## src/rtl/disp_scan_if.sv

```systemverilog
// Display scan controller bus: enable/update request in, scan position and frame-stable display data out.
interface disp_scan_if;
    logic        en;
    logic        upd_req;
    logic [15:0] Hexs_in;
    logic [3:0]  point_in;
    logic [3:0]  LES_in;
    logic [1:0]  Scan;
    logic [15:0] Hexs;
    logic [3:0]  point;
    logic [3:0]  LES;
    logic        blank;
    logic        frame_tick;
    logic        upd_ack;

    modport master (
        output en, upd_req, Hexs_in, point_in, LES_in,
        input  Scan, Hexs, point, LES, blank, frame_tick, upd_ack
    );

    modport slave (
        input  en, upd_req, Hexs_in, point_in, LES_in,
        output Scan, Hexs, point, LES, blank, frame_tick, upd_ack
    );
endinterface

```

## src/rtl/disp_scan_ctrl.sv

```systemverilog
// 4-digit multiplexed display scanner with per-digit blanking and frame-synchronous
// double-buffered update of the display data.
module disp_scan_ctrl #(
    parameter int unsigned DWELL_CYC = 50000,
    parameter int unsigned BLANK_CYC = 1000
) (
    input  logic        clk,
    input  logic        rst,
    disp_scan_if.slave  bus
);
    localparam logic [1:0] S_IDLE  = 2'd0;
    localparam logic [1:0] S_BLANK = 2'd1;
    localparam logic [1:0] S_SHOW  = 2'd2;

    localparam int unsigned CNT_MAX  = (DWELL_CYC > BLANK_CYC) ? DWELL_CYC - 1 : BLANK_CYC - 1;
    localparam int unsigned CNT_W    = (CNT_MAX > 0) ? $clog2(CNT_MAX + 1) : 1;
    localparam int unsigned DWELL_LD = DWELL_CYC - 1;
    // With no blanking, every digit (and the first after IDLE) starts directly in SHOW.
    localparam int unsigned FIRST_LD = (BLANK_CYC > 0) ? BLANK_CYC - 1 : DWELL_CYC - 1;
    localparam logic [1:0]  FIRST_ST = (BLANK_CYC > 0) ? S_BLANK : S_SHOW;

    logic [1:0]       state_q, state_d;
    logic [CNT_W-1:0] cnt_q, cnt_d;
    logic [1:0]       scan_q, scan_d;
    logic [15:0]      hexs_q, hexs_d, sh_hexs_q, sh_hexs_d;
    logic [3:0]       point_q, point_d, sh_point_q, sh_point_d;
    logic [3:0]       les_q, les_d, sh_les_q, sh_les_d;
    logic             blank_q, blank_d;
    logic             tick_q, tick_d;
    logic             ack_q, ack_d;
    logic             pend_q, pend_d;
    logic             frame_start;

    always_ff @(posedge clk or posedge rst) begin
        if (rst) begin
            state_q    <= S_IDLE;
            cnt_q      <= '0;
            scan_q     <= 2'd0;
            hexs_q     <= 16'd0;
            point_q    <= 4'd0;
            les_q      <= 4'd0;
            sh_hexs_q  <= 16'd0;
            sh_point_q <= 4'd0;
            sh_les_q   <= 4'd0;
            blank_q    <= 1'b1;
            tick_q     <= 1'b0;
            ack_q      <= 1'b0;
            pend_q     <= 1'b0;
        end else begin
            state_q    <= state_d;
            cnt_q      <= cnt_d;
            scan_q     <= scan_d;
            hexs_q     <= hexs_d;
            point_q    <= point_d;
            les_q      <= les_d;
            sh_hexs_q  <= sh_hexs_d;
            sh_point_q <= sh_point_d;
            sh_les_q   <= sh_les_d;
            blank_q    <= blank_d;
            tick_q     <= tick_d;
            ack_q      <= ack_d;
            pend_q     <= pend_d;
        end
    end

    always_comb begin
        state_d     = state_q;
        cnt_d       = cnt_q;
        scan_d      = scan_q;
        hexs_d      = hexs_q;
        point_d     = point_q;
        les_d       = les_q;
        sh_hexs_d   = sh_hexs_q;
        sh_point_d  = sh_point_q;
        sh_les_d    = sh_les_q;
        pend_d      = pend_q;
        ack_d       = 1'b0;
        frame_start = 1'b0;

        case (state_q)
            S_IDLE: begin
                if (bus.en) begin
                    state_d     = FIRST_ST;
                    cnt_d       = CNT_W'(FIRST_LD);
                    scan_d      = 2'd0;
                    frame_start = 1'b1;
                end
            end
            S_BLANK: begin
                if (cnt_q == '0) begin
                    state_d = S_SHOW;
                    cnt_d   = CNT_W'(DWELL_LD);
                end else begin
                    cnt_d = cnt_q - CNT_W'(1);
                end
            end
            S_SHOW: begin
                if (cnt_q == '0) begin
                    state_d     = FIRST_ST;
                    cnt_d       = CNT_W'(FIRST_LD);
                    scan_d      = scan_q + 2'd1;
                    frame_start = (scan_q == 2'd3);
                end else begin
                    cnt_d = cnt_q - CNT_W'(1);
                end
            end
            default: state_d = S_IDLE;
        endcase

        // Disable overrides the scan sequence but leaves shadow data and pending intact.
        if (!bus.en) begin
            state_d     = S_IDLE;
            cnt_d       = '0;
            scan_d      = 2'd0;
            frame_start = 1'b0;
        end

        blank_d = (state_d != S_SHOW);
        tick_d  = frame_start;

        // Commit uses the shadow contents from before any coincident request.
        if (frame_start && pend_q) begin
            hexs_d  = sh_hexs_q;
            point_d = sh_point_q;
            les_d   = sh_les_q;
            ack_d   = 1'b1;
            pend_d  = 1'b0;
        end

        if (bus.upd_req) begin
            sh_hexs_d  = bus.Hexs_in;
            sh_point_d = bus.point_in;
            sh_les_d   = bus.LES_in;
            pend_d     = 1'b1;
        end
    end

    assign bus.Scan       = scan_q;
    assign bus.Hexs       = hexs_q;
    assign bus.point      = point_q;
    assign bus.LES        = les_q;
    assign bus.blank      = blank_q;
    assign bus.frame_tick = tick_q;
    assign bus.upd_ack    = ack_q;
endmodule
```

## src/flat_wrapper.sv

```systemverilog
// flat-port wrapper written by rule: the top's interface ports become plain ports
module disp_scan_ctrl_flat 
#(
    parameter int unsigned DWELL_CYC = 50000,
    parameter int unsigned BLANK_CYC = 1000
)
  (clk, rst, bus_en, bus_upd_req, bus_Hexs_in, bus_point_in, bus_LES_in, bus_Scan, bus_Hexs, bus_point, bus_LES, bus_blank, bus_frame_tick, bus_upd_ack);
  disp_scan_if bus_i ();
  input  logic clk;
  input  logic rst;
  input wire logic [$bits(bus_i.en)-1:0] bus_en;
  input wire logic [$bits(bus_i.upd_req)-1:0] bus_upd_req;
  input wire logic [$bits(bus_i.Hexs_in)-1:0] bus_Hexs_in;
  input wire logic [$bits(bus_i.point_in)-1:0] bus_point_in;
  input wire logic [$bits(bus_i.LES_in)-1:0] bus_LES_in;
  output wire logic [$bits(bus_i.Scan)-1:0] bus_Scan;
  output wire logic [$bits(bus_i.Hexs)-1:0] bus_Hexs;
  output wire logic [$bits(bus_i.point)-1:0] bus_point;
  output wire logic [$bits(bus_i.LES)-1:0] bus_LES;
  output wire logic [$bits(bus_i.blank)-1:0] bus_blank;
  output wire logic [$bits(bus_i.frame_tick)-1:0] bus_frame_tick;
  output wire logic [$bits(bus_i.upd_ack)-1:0] bus_upd_ack;
  assign bus_i.en = bus_en;
  assign bus_i.upd_req = bus_upd_req;
  assign bus_i.Hexs_in = bus_Hexs_in;
  assign bus_i.point_in = bus_point_in;
  assign bus_i.LES_in = bus_LES_in;
  assign bus_Scan = bus_i.Scan;
  assign bus_Hexs = bus_i.Hexs;
  assign bus_point = bus_i.point;
  assign bus_LES = bus_i.LES;
  assign bus_blank = bus_i.blank;
  assign bus_frame_tick = bus_i.frame_tick;
  assign bus_upd_ack = bus_i.upd_ack;
  disp_scan_ctrl #(.DWELL_CYC(DWELL_CYC), .BLANK_CYC(BLANK_CYC)) u_core (.clk(clk), .rst(rst), .bus(bus_i));
endmodule
```

## config.mk

```make
export PLATFORM = sky130hd
export DESIGN_NAME = disp_scan_ctrl_flat
export DESIGN_NICKNAME = d
export VERILOG_FILES = /design/src/rtl/disp_scan_if.sv /design/src/rtl/disp_scan_ctrl.sv /design/src/flat_wrapper.sv
export SDC_FILE = /design/constraint.sdc
export NUM_CORES = 1
export LEC_CHECK = 0
export ABC_AREA = 1
export BUFFER_PORTS_ARGS = -buffer_cell sky130_fd_sc_hd__buf_4
export CAP_MARGIN = 20
export CORE_ASPECT_RATIO = 0.9
export CORE_UTILIZATION = 50
export DETAILED_ROUTE_END_ITERATION = 12
export PLACE_DENSITY = 0.75
export SLEW_MARGIN = 0
export SYNTH_ARGS = -nofsm -noshare
export SYNTH_HDL_FRONTEND = slang
export SYNTH_SLANG_ARGS = --single-unit
```

## constraint.sdc

```tcl
create_clock -name clk -period 3.6 [get_ports clk]
set_clock_uncertainty 0.2 [all_clocks]
set_input_delay 1.08 -clock clk [delete_from_list [all_inputs] [get_ports clk]]
set_output_delay 1.08 -clock clk [all_outputs]
set_load 0.02 [all_outputs]
```

==> out/results.ini, run 1 <==
[synth]
ys_async_sr_fraction_pct=100.0
ys_seq_area_share_pct=52.51
synthMuxAreaShare_pct=0
synth-compound-area-share_pct=3.827
synth_top_area_cell=dfrtp_1
synth_area_um2=3433
synth_edf_count=0
syn-instance-count=427
ys_ff_latch=72
yosys.area_share.simple_pct=33.64
synth.area.top_cells=dfrtp_1 (52%), nand2_1 (21%), nand4_1 (4.6%), nor2_1 (3.3%), inv_1 (3.0%)
synth_top_area_share_pct=51.75
synthXorXnorAreaFrac_pct=1.531
synthFlopType=dfrtp_1
synth_fa_ha_area_share_pct=2.551
ys_types=27
synth_commonest_cells=nand2_1 (196), dfrtp_1 (71), nor2_1 (30), inv_1 (27), nand4_1 (25)
yosysMostFrequentCell=nand2_1
synth_top_family_by_area=simple AND/OR/NAND/NOR gates
synth_nets=462
ys_warn_count=0
synth.avg_cell_area_um2=8.040

[worst_setup_path]
reg2reg_from=u_core.cnt_q[0]
worstSetupEndpointType=flip-flop
path_cells=buf_4 > inv_1 > nor2_1 > inv_1 > nor2_1 > buf_4 > inv_1 > nand4_1 > xor2_1 > nor2_1
rr_worst_depth=9
cp.depth=10
endpoint=u_core.cnt_q[10]
startpoint_type=input pin
crit_type=in -> reg
worst_ep_arrival_time_ns=2.40
required_ns=3.64
worst-path-buf-inv=5
slowest_delay_ns=0.29
cp-startpoint=bus_en
crit-reg2reg-capture=u_core.bus.Hexs[8]
path_delay_family=buffers and inverters
rrSetupSlack_ns=1.26
critical_path.slowest_cell=buf_4
cp_max_fo=30

[clock_tree]
root_buffer=clkbuf_8
clk_pin_slew_worst_paths_ns=0.08
post-cts-setup-buffers=0
cts_buffers=9
cts_tree=built
clock_path_buffers=2
insertion_delay_ns=0.35
cts_resized=0
h-tree-depth=3
ctsHoldBuffers=0
clock_sinks=72

[layout]
final_cells=575
insertedDiodeCount=0
n_fill_cell=593
nNetsFinal=515
syn_to_final_growth_pct=19.46
drive_gt1_share_pct=17.73
stdcell_area_um2=4101

[sta]
fmax_mhz=423.8
rsz0062_at_grt=no
hold_viol_final=0
fin_tns_setup_ns=0
worst_pin_slew_ns=0.9277
min_period_ns=2.360
finalSetupViolations=0
relSlewSlack_pct=38.15
final_max_slew_viol_count=0
fin_crit_sh_pct=65.55

[placement]
portBuffers=56
place_congestion=0.8564
dp_cells=559
placed_area_um2=3906
dp_hpwl_um=5051

[job]
cap_violations=0

[floorplanning]
placementRows=28
core_area_um2=6621
die_x_um=89.35
die_h_um=80.61
start_util_pct=51.85
io_pins=57
die-area_um2=7202

[drt]
wire_per_inst_um=12.84
drcViolationCount=0
wl_um=7385
drt_iter0_drc=149
dr.pass1.iters=4
postRouteAntennaNets=0
vias_per_cell=5.082
vias=2922

[pwr]
powerDensity_nw_per_um2=547.6
totalPowerFinal_mw=2.246
ir_drop_v=0.0002786
p_leak_nw=2.252

[global_routing]
grt_max_degree=67
first_global_vias=2766
grt_overflow=0
grt_pass1_wl_um=12300
grt_use_total_pct=22.84
antenna_found_initial=0

[outcome]
status=complete, no violations

[min_path]
hp-class=reg -> reg

[tightest hold or removal path: cells and delay by family, from the launching register on]
kind             cells  cell delay (ns)
DFF                  1             0.35
and+or+nand+nor      2             0.09
[per-stage QoR]
stage | setup slack [ns] | hold WS [ns] | util (%)
after global routing | 1.061 | 0.2960 | 61.94
after floorplan | 0.4967 | 0.2420 | -
after global placement | 0.9559 | 0.2541 | 58.99
after detailed placement | 0.9023 | 0.2591 | 58.99
final | 1.240 | 0.2739 | 61.94
after CTS | 1.226 | 0.2776 | 61.94
[routing by layer]
| layer | GRT usage (%) | up-vias | wire, um | share of wire (%) |
|---|---|---|---|---|
| met4 | 10.00 | 0 | 133 | 1.8 |
| li1 | - | 1444 | - | - |
| met2 | 37.56 | 65 | 3632 | 49 |
| met5 | 0 | - | 0 | 0 |
| met3 | 6.475 | 14 | 319 | 4.3 |
| met1 | 27.84 | 1399 | 3299 | 45 |
[worst min-delay path by stage]
| stage | startpoint | end | slack [ns] | cells after the start |
|---|---|---|---|---|
| 2_1_floorplan | u_core.sh_hexs_q[0] | u_core.sh_hexs_q[0] | 0.24 | 2 |
| 3_3_place_gp | u_core.sh_hexs_q[0] | u_core.sh_hexs_q[0] | 0.25 | 2 |
| 3_5_place_dp | u_core.sh_hexs_q[4] | u_core.sh_hexs_q[4] | 0.26 | 2 |
| 4_1_cts | u_core.sh_hexs_q[12] | u_core.sh_hexs_q[12] | 0.28 | 2 |
| 5_1_grt | u_core.bus.Hexs[12] | u_core.bus.Hexs[12] | 0.30 | 2 |
| 6_report | u_core.sh_les_q[3] | u_core.sh_les_q[3] | 0.27 | 2 |
[final cells by class]
class	instances	area [um2]	area share [%]
clock buffer	10	127.6	3.112
sequential	72	1803	43.96
multi-input combinational	309	1426	34.78
inverter	29	108.9	2.654
clock inverter	6	67.56	1.647
tap	90	112.6	2.746
timing repair buffer	59	455.4	11.10
[state kept, by name, indices dropped and copies added (netlist names), 2 cells and up]
name and cells:
u_core.bus.Hexs 16, u_core.bus.LES 4, u_core.bus.Scan 2, u_core.bus.point 4
u_core.cnt_q 16, u_core.sh_hexs_q 16, u_core.sh_les_q 4, u_core.sh_point_q 4
u_core.state_q 2
[power by group]
part	internal (mW)	switching, mW
logic	0.232	0.363
registers	0.922	0.0893
clock network	0.324	0.316
[logic make-up (layout without fill, tap and decap cells)]
family	Yosys count	count (layout)
buffers and inverters	46	104
xor gates and xnor gates	6	6
adders and majority gates	7	7
and+or+nand+nor	273	273
AOI/OAI and AO/OA	23	23
DFF	72	72
[layout by cell type (no fill, tap or decap), drive strengths merged]
master / n
clkbuf: 10
buf: 59
bufinv: 1
ha: 7
nand3b: 1
o31ai: 1
o21ai: 15
a21oi: 6
inv: 31
nand4: 25
clkinvlp: 2
xnor2: 1
dfstp: 1
nand2: 198
clkinv: 1
o21bai: 1
dfrtp: 71
nor2: 34
nand3: 12
nor3: 1
xor2: 5
and2: 2
Note: power is estimated with default switching activity, not from simulation.
==> run 2, diff against run 1 <==
--- a/config.mk
+++ b/config.mk
@@ -11,7 +11,7 @@
 export CORE_ASPECT_RATIO = 0.9
 export CORE_UTILIZATION = 50
 export DETAILED_ROUTE_END_ITERATION = 12
-export PLACE_DENSITY = 0.75
+export PLACE_DENSITY = 0.78
 export SLEW_MARGIN = 0
 export SYNTH_ARGS = -nofsm -noshare
 export SYNTH_HDL_FRONTEND = slang
==> constraint.sdc (replaced) <==
create_clock -name clk -period 1.9 [get_ports clk]
set_clock_uncertainty 0.2 [all_clocks]
set_input_delay 0.57 -clock clk [delete_from_list [all_inputs] [get_ports clk]]
set_output_delay 0.57 -clock clk [all_outputs]
set_load 0.02 [all_outputs]
==> out/results.ini, run 2 (synthesis results as in run 1) <==
[outcome]
status=finished with violations  ; was complete, no violations
violations=negative setup slack

[min_path]
hp-class=in -> reg  ; was reg -> reg
whs_path_depth=3  ; was 2

[pwr]
ir_drop_v=0.0006102  ; was 0.0002786 V
p_leak_nw=2.481  ; was 2.252 nW
powerDensity_nw_per_um2=986.8  ; was 547.6 nW/um2

[worst_setup_path]
slowest_delay_ns=0.40  ; was 0.29 ns
worst_ep_arrival_time_ns=1.94  ; was 2.40 ns
cp_max_fo=7  ; was 30
worst-path-buf-inv=2  ; was 5
critical_path.slowest_cell=dfrtp_1  ; was buf_4
rr_worst_depth=10  ; was 9
path_cells=inv_2 > ha_4 > nand3_4 > nor2_4 > nand2_4 > o21bai_4 > buf_12 > nand3_4 > nand2_1 > nand2_1  ; was buf_4 > inv_1 > nor2_1 > inv_1 > nor2_1 > buf_4 > inv_1 > nand4_1 > xor2_1 > nor2_1
startpoint_type=flip-flop  ; was input pin
cp.depth=10  ; unchanged
worstSetupEndpointType=flip-flop  ; unchanged
crit_type=reg -> reg  ; was in -> reg
path_delay_family=simple AND/OR/NAND/NOR gates  ; was buffers and inverters
required_ns=1.92  ; was 3.64 ns

[drt]
drcViolationCount=0  ; unchanged
wl_um=8448  ; was 7385 um
dr.pass1.iters=4  ; unchanged
vias=3122  ; was 2922
postRouteAntennaNets=0  ; unchanged
drt_iter0_drc=172  ; was 149
vias_per_cell=5.068  ; was 5.082
wire_per_inst_um=13.71  ; was 12.84 um

[clock_tree]
clk_pin_slew_worst_paths_ns=0.08  ; about the same
cts_tree=built  ; unchanged
insertion_delay_ns=0.35  ; about the same
cts_buffers=9  ; unchanged
clock_path_buffers=2  ; unchanged
h-tree-depth=3  ; unchanged
clock_sinks=72  ; unchanged
root_buffer=clkbuf_8  ; unchanged

[sta]
hold_viol_final=0  ; unchanged
relSlewSlack_pct=47.47  ; was 38.15%
final_max_slew_viol_count=0  ; unchanged
rsz0062_at_grt=yes  ; was no
fin_ws_ns=-0.01371  ; was 1.240 ns
fmax_mhz=522.5
min_period_ns=1.914
worst_pin_slew_ns=0.7879  ; was 0.9277 ns
finalSetupViolations=1  ; was 0
fin_crit_sh_pct=100.7

[floorplanning]
die_h_um=80.61  ; unchanged
core_area_um2=6621  ; unchanged
start_util_pct=51.85  ; unchanged
io_pins=57  ; unchanged
placementRows=28  ; unchanged
die_x_um=89.35  ; unchanged
die-area_um2=7202  ; unchanged

[global_routing]
first_global_vias=2866  ; was 2766
grt_use_total_pct=24.88  ; was 22.84%
grt_max_degree=32  ; was 67
grt_overflow=0  ; unchanged
antenna_found_initial=0  ; unchanged
grt_pass1_wl_um=13440  ; was 12300 um

[layout]
register_area_um2=1805  ; was 1803 um2
nNetsFinal=556  ; was 515
n_fill_cell=500  ; was 593
syn_to_final_growth_pct=34.11  ; was 19.46%
postLayoutCoreUtil_pct=69.54  ; was 61.94%
drive_gt1_share_pct=27.95  ; was 17.73%
final_cell_mix=nand2_1 (190), buf_4 (90), dfrtp_1 (69)  ; was nand2_1 (196), dfrtp_1 (71), buf_4 (58)
insertedDiodeCount=0  ; unchanged
mostFrequentLayoutCell=nand2_1  ; unchanged
multiInputGateArea_um2=1562  ; was 1426 um2

[placement]
dp_hpwl_um=5373  ; was 5051 um
place_ws_ns=-0.1479  ; was 0.9023 ns
place_congestion=0.8813  ; was 0.8564
portBuffers=56  ; unchanged

[job]
cap_violations=0  ; unchanged

-- run 2: layout make-up --
class	count	share of cell area (%)
inverter	29	2.446
clock inverter	5	1.250
timing repair buffer	97	17.88
tap	90	2.446
sequential	72	39.21
clock buffer	11	2.853
multi-input combinational	312	33.91
-- run 2: report_power, final --
| part | switching, mW | internal (mW) |
|---|---|---|
| Combinational | 0.813 | 0.628 |
| Clock | 0.575 | 0.605 |
| Sequential | 0.174 | 1.75 |
| Total | 1.56 | 2.98 |
-- run 2: final timing paths --
kind | from | to | slack, ns
max | u_core.cnt_q[0] | u_core.bus.Hexs[10] | -0.01
max reg2reg | u_core.cnt_q[0] | u_core.bus.Hexs[10] | -0.01
min in group asynchronous | rst | u_core.cnt_q[0] | 0.55
min reg2reg | u_core.bus.Hexs[3] | u_core.bus.Hexs[3] | 0.28
min | bus_LES_in[1] | u_core.sh_les_q[1] | 0.21
max in group asynchronous | rst | u_core.bus.Hexs[3] | 0.38
-- run 2: tightest hold or removal path, cell delays in order --
cell and delay, ns:
buf_4 0.07, nand2_1 0.04, nand2_1 0.05
-- run 2: per-layer routing --
| layer | global-route usage, % | wire length (um) | up-vias |
|---|---|---|---|
| met3 | 6.475 | 373 | 12 |
| met1 | 31.27 | 3559 | 1478 |
| met5 | 0 | 0 | - |
| met2 | 42.06 | 4371 | 90 |
| li1 | - | - | 1542 |
| met4 | 7.143 | 143 | 0 |
-- run 2: stage by stage --
stage	total power, mW	instance area [um2]	TNS, ns	hold slack [ns]	instances
3_3_place_gp	3.114	4070	-0.6093	0.2562	577
2_1_floorplan	2.673	3437	0	0.2420	427
3_5_place_dp	3.150	4070	-2.558	0.2592	577
6_report	4.544	4604	-0.01371	0.2143	616
5_1_grt	4.804	4604	-0.8696	0.2044	616
4_1_cts	4.402	4397	0	0.2068	603
-- run 2: what timing repair did --
action | in CTS | in global routing
hold endpoints to repair | 10 | 0
hold buffers | 1 | 0
resized for setup | 7 | 25
setup endpoints to repair | 25 | 46
pin swaps | 4 | 8
cloned | 3 | 2
setup buffers | 6 | 11
==> run 3, diff against run 2 <==
--- a/config.mk
+++ b/config.mk
@@ -11,7 +11,7 @@
 export CORE_ASPECT_RATIO = 0.9
 export CORE_UTILIZATION = 50
 export DETAILED_ROUTE_END_ITERATION = 12
-export PLACE_DENSITY = 0.78
+export PLACE_DENSITY = 0.76
 export SLEW_MARGIN = 0
 export SYNTH_ARGS = -nofsm -noshare
 export SYNTH_HDL_FRONTEND = slang
==> constraint.sdc (replaced) <==
create_clock -name clk -period 2 [get_ports clk]
set_clock_uncertainty 0.2 [all_clocks]
set_input_delay 0.6 -clock clk [delete_from_list [all_inputs] [get_ports clk]]
set_output_delay 0.6 -clock clk [all_outputs]
set_load 0.02 [all_outputs]
==> out/results.ini, run 3 (synthesis results as in run 1) <==
[floorplanning]
core_area_um2=6621  ; unchanged
die_h_um=80.61  ; unchanged
io_pins=57  ; unchanged
placementRows=28  ; unchanged
die_x_um=89.35  ; unchanged
start_util_pct=51.85  ; unchanged
die-area_um2=7202  ; unchanged

[worst_setup_path]
crit_type=reg -> reg  ; unchanged
required_ns=2.04  ; was 1.92 ns
startpoint_type=flip-flop  ; unchanged
worst_ep_arrival_time_ns=2.00  ; was 1.94 ns
worstSetupEndpointType=flip-flop  ; unchanged
cp_max_fo=6  ; was 7

[pwr]
powerDensity_nw_per_um2=983.8  ; was 986.8 nW/um2
switchingPower_mw=1.445  ; was 1.562 mW
totalPowerFinal_mw=4.318  ; was 4.544 mW
ir_drop_v=0.0005777  ; was 0.0006102 V
swShare_pct=33.45  ; was 34.38%
p_int_mw=2.874  ; was 2.982 mW
p_seq_share_pct=42.2  ; was 42.3%
p_clk_share_pct=29.8  ; was 26.0%
power.combinational.fraction_pct=28.0  ; was 31.7%
p_leak_nw=2.391  ; was 2.481 nW

[placement]
dp_hpwl_um=5335  ; was 5373 um
placed_area_um2=4010  ; was 4070 um2
place_ws_ns=-0.02379  ; was -0.1479 ns
portBuffers=56  ; unchanged
place_congestion=0.9161  ; was 0.8813

[sta]
worst_pin_slew_ns=0.4389  ; was 0.7879 ns
min_period_ns=1.963  ; was 1.914 ns
relSlewSlack_pct=70.68  ; was 47.47%
fin_tns_setup_ns=0  ; was -0.01371 ns
finalSetupViolations=0  ; was 1
fmax_mhz=509.3  ; was 522.5 MHz
fin_ws_ns=0.03669  ; was -0.01371 ns
hold_viol_final=0  ; unchanged
final_max_slew_viol_count=0  ; unchanged
fin_crit_sh_pct=98.17  ; was 100.7%
rsz0062_at_grt=yes  ; unchanged

[global_routing]
globalRoute.busiestLayer=met2  ; unchanged
grt_pass1_wl_um=12810  ; was 13440 um
antenna_found_initial=0  ; unchanged
grt_max_degree=36  ; was 32
globalRouteMet3Util_pct=7.297  ; was 6.475%
grt_overflow=0  ; unchanged
grt_use_total_pct=23.83  ; was 24.88%
met1_usage_pct=28.55  ; was 31.27%
first_global_vias=2878  ; was 2866
gr-usage-met2_pct=40.08  ; was 42.06%

[drt]
vias_per_cell=5.069  ; was 5.068
wire_per_inst_um=13.70  ; was 13.71 um
drt_iter0_drc=173  ; was 172
drcViolationCount=0  ; unchanged
vias=3021  ; was 3122
wl_um=8165  ; was 8448 um
dr.pass1.iters=4  ; unchanged
postRouteAntennaNets=0  ; unchanged

[layout]
final_cell_mix=nand2_1 (195), buf_4 (72), dfrtp_1 (71)  ; was nand2_1 (190), buf_4 (90), dfrtp_1 (69)
drive_gt1_share_pct=22.73  ; was 27.95%
insertedDiodeCount=0  ; unchanged
syn_to_final_growth_pct=27.84  ; was 34.11%
mostFrequentLayoutCell=nand2_1  ; unchanged
nNetsFinal=536  ; was 556
stdcell_area_um2=4389  ; was 4604 um2

[outcome]
status=complete, no violations  ; was finished with violations

[clock_tree]
cts_buffers=9  ; unchanged
ctsHoldBuffers=0  ; was 1
clock_path_buffers=2  ; unchanged
cts_tree=built  ; unchanged
insertion_delay_ns=0.34  ; was 0.35 ns
root_buffer=clkbuf_8  ; unchanged
clk_pin_slew_worst_paths_ns=0.08  ; about the same
h-tree-depth=3  ; unchanged
clock_sinks=72  ; unchanged

[min_path]
hp-class=in -> async  ; was in -> reg

[job]
cap_violations=0  ; unchanged

## run 3: path summary, 6_finish.rpt
path | startpoint | end | slack, ns | depth (start not counted)
max reg2reg | u_core.cnt_q[12] | u_core.bus.Hexs[14] | 0.04 | 9
min reg2reg | u_core.bus.point[3] | u_core.bus.point[3] | 0.28 | 2
max | u_core.cnt_q[12] | u_core.bus.Hexs[14] | 0.04 | 9
min | rst | u_core.sh_hexs_q[15] | 0.06 | 2
max in group asynchronous | rst | u_core.bus.blank | 1.02 | 3
min in group clk | bus_Hexs_in[3] | u_core.sh_hexs_q[3] | 0.25 | 3
## run 3: critical path, cell delays in order, from the launching register on
cell,delay (ns)
dfrtp_1,0.42
nor2_1,0.23
nand2_1,0.10
nor2_2,0.16
nand2_4,0.08
o21bai_4,0.15
buf_12,0.15
nand3_2,0.19
nand2_1,0.13
nand2_1,0.05
## run 3: power by group through the flow
| stage | sequential, mW | combinational [mW] | clock (mW) |
|---|---|---|---|
| floorplan | 1.95 | 0.589 | 0 |
| global placement | 1.84 | 1.10 | 0 |
| detailed placement | 1.84 | 1.13 | 0 |
| CTS | 1.81 | 1.14 | 1.32 |
| global route | 1.84 | 1.35 | 1.37 |
| finish | 1.82 | 1.21 | 1.29 |
## run 3: layout make-up
| cell class | count | area (um2) |
|---|---|---|
| inverters | 29 | 112.6 |
| well taps | 90 | 112.6 |
| clock inverters | 7 | 102.6 |
| repair buffers | 78 | 670.6 |
| multi-input cells | 311 | 1464 |
| fillers | 543 | 2232 |
| flip-flops and latches | 72 | 1803 |
| clock buffers | 9 | 123.9 |
## run 3: what timing repair did
item / 4_1_cts / 5_1_grt
pin swaps: 0 / 4
gates cloned: 1 / 3
buffers inserted: 0 / 7
endpoints found under the setup margin: 24 / 38
resized for setup: 1 / 7
hold endpoints to repair: 0 / 0
## run 3: metal layers
layer  share of wire [%]  vias to the layer above  routed length (um)
li1                    -                     1495                   -
met1                  43                     1435                3551
met2                  51                       79                4142
met3                 4.3                       12                 349
met4                 1.5                        0                 123
met5                   0                        -                   0
## run 3: stage by stage
stage	util [%]	instances	hold slack [ns]
finish	66.29	596	0.06042
global route	66.29	596	0.05995
CTS	64.25	586	0.04820
detailed placement	60.56	569	0.2603
global placement	60.56	569	0.2541
floorplan	-	427	0.2420
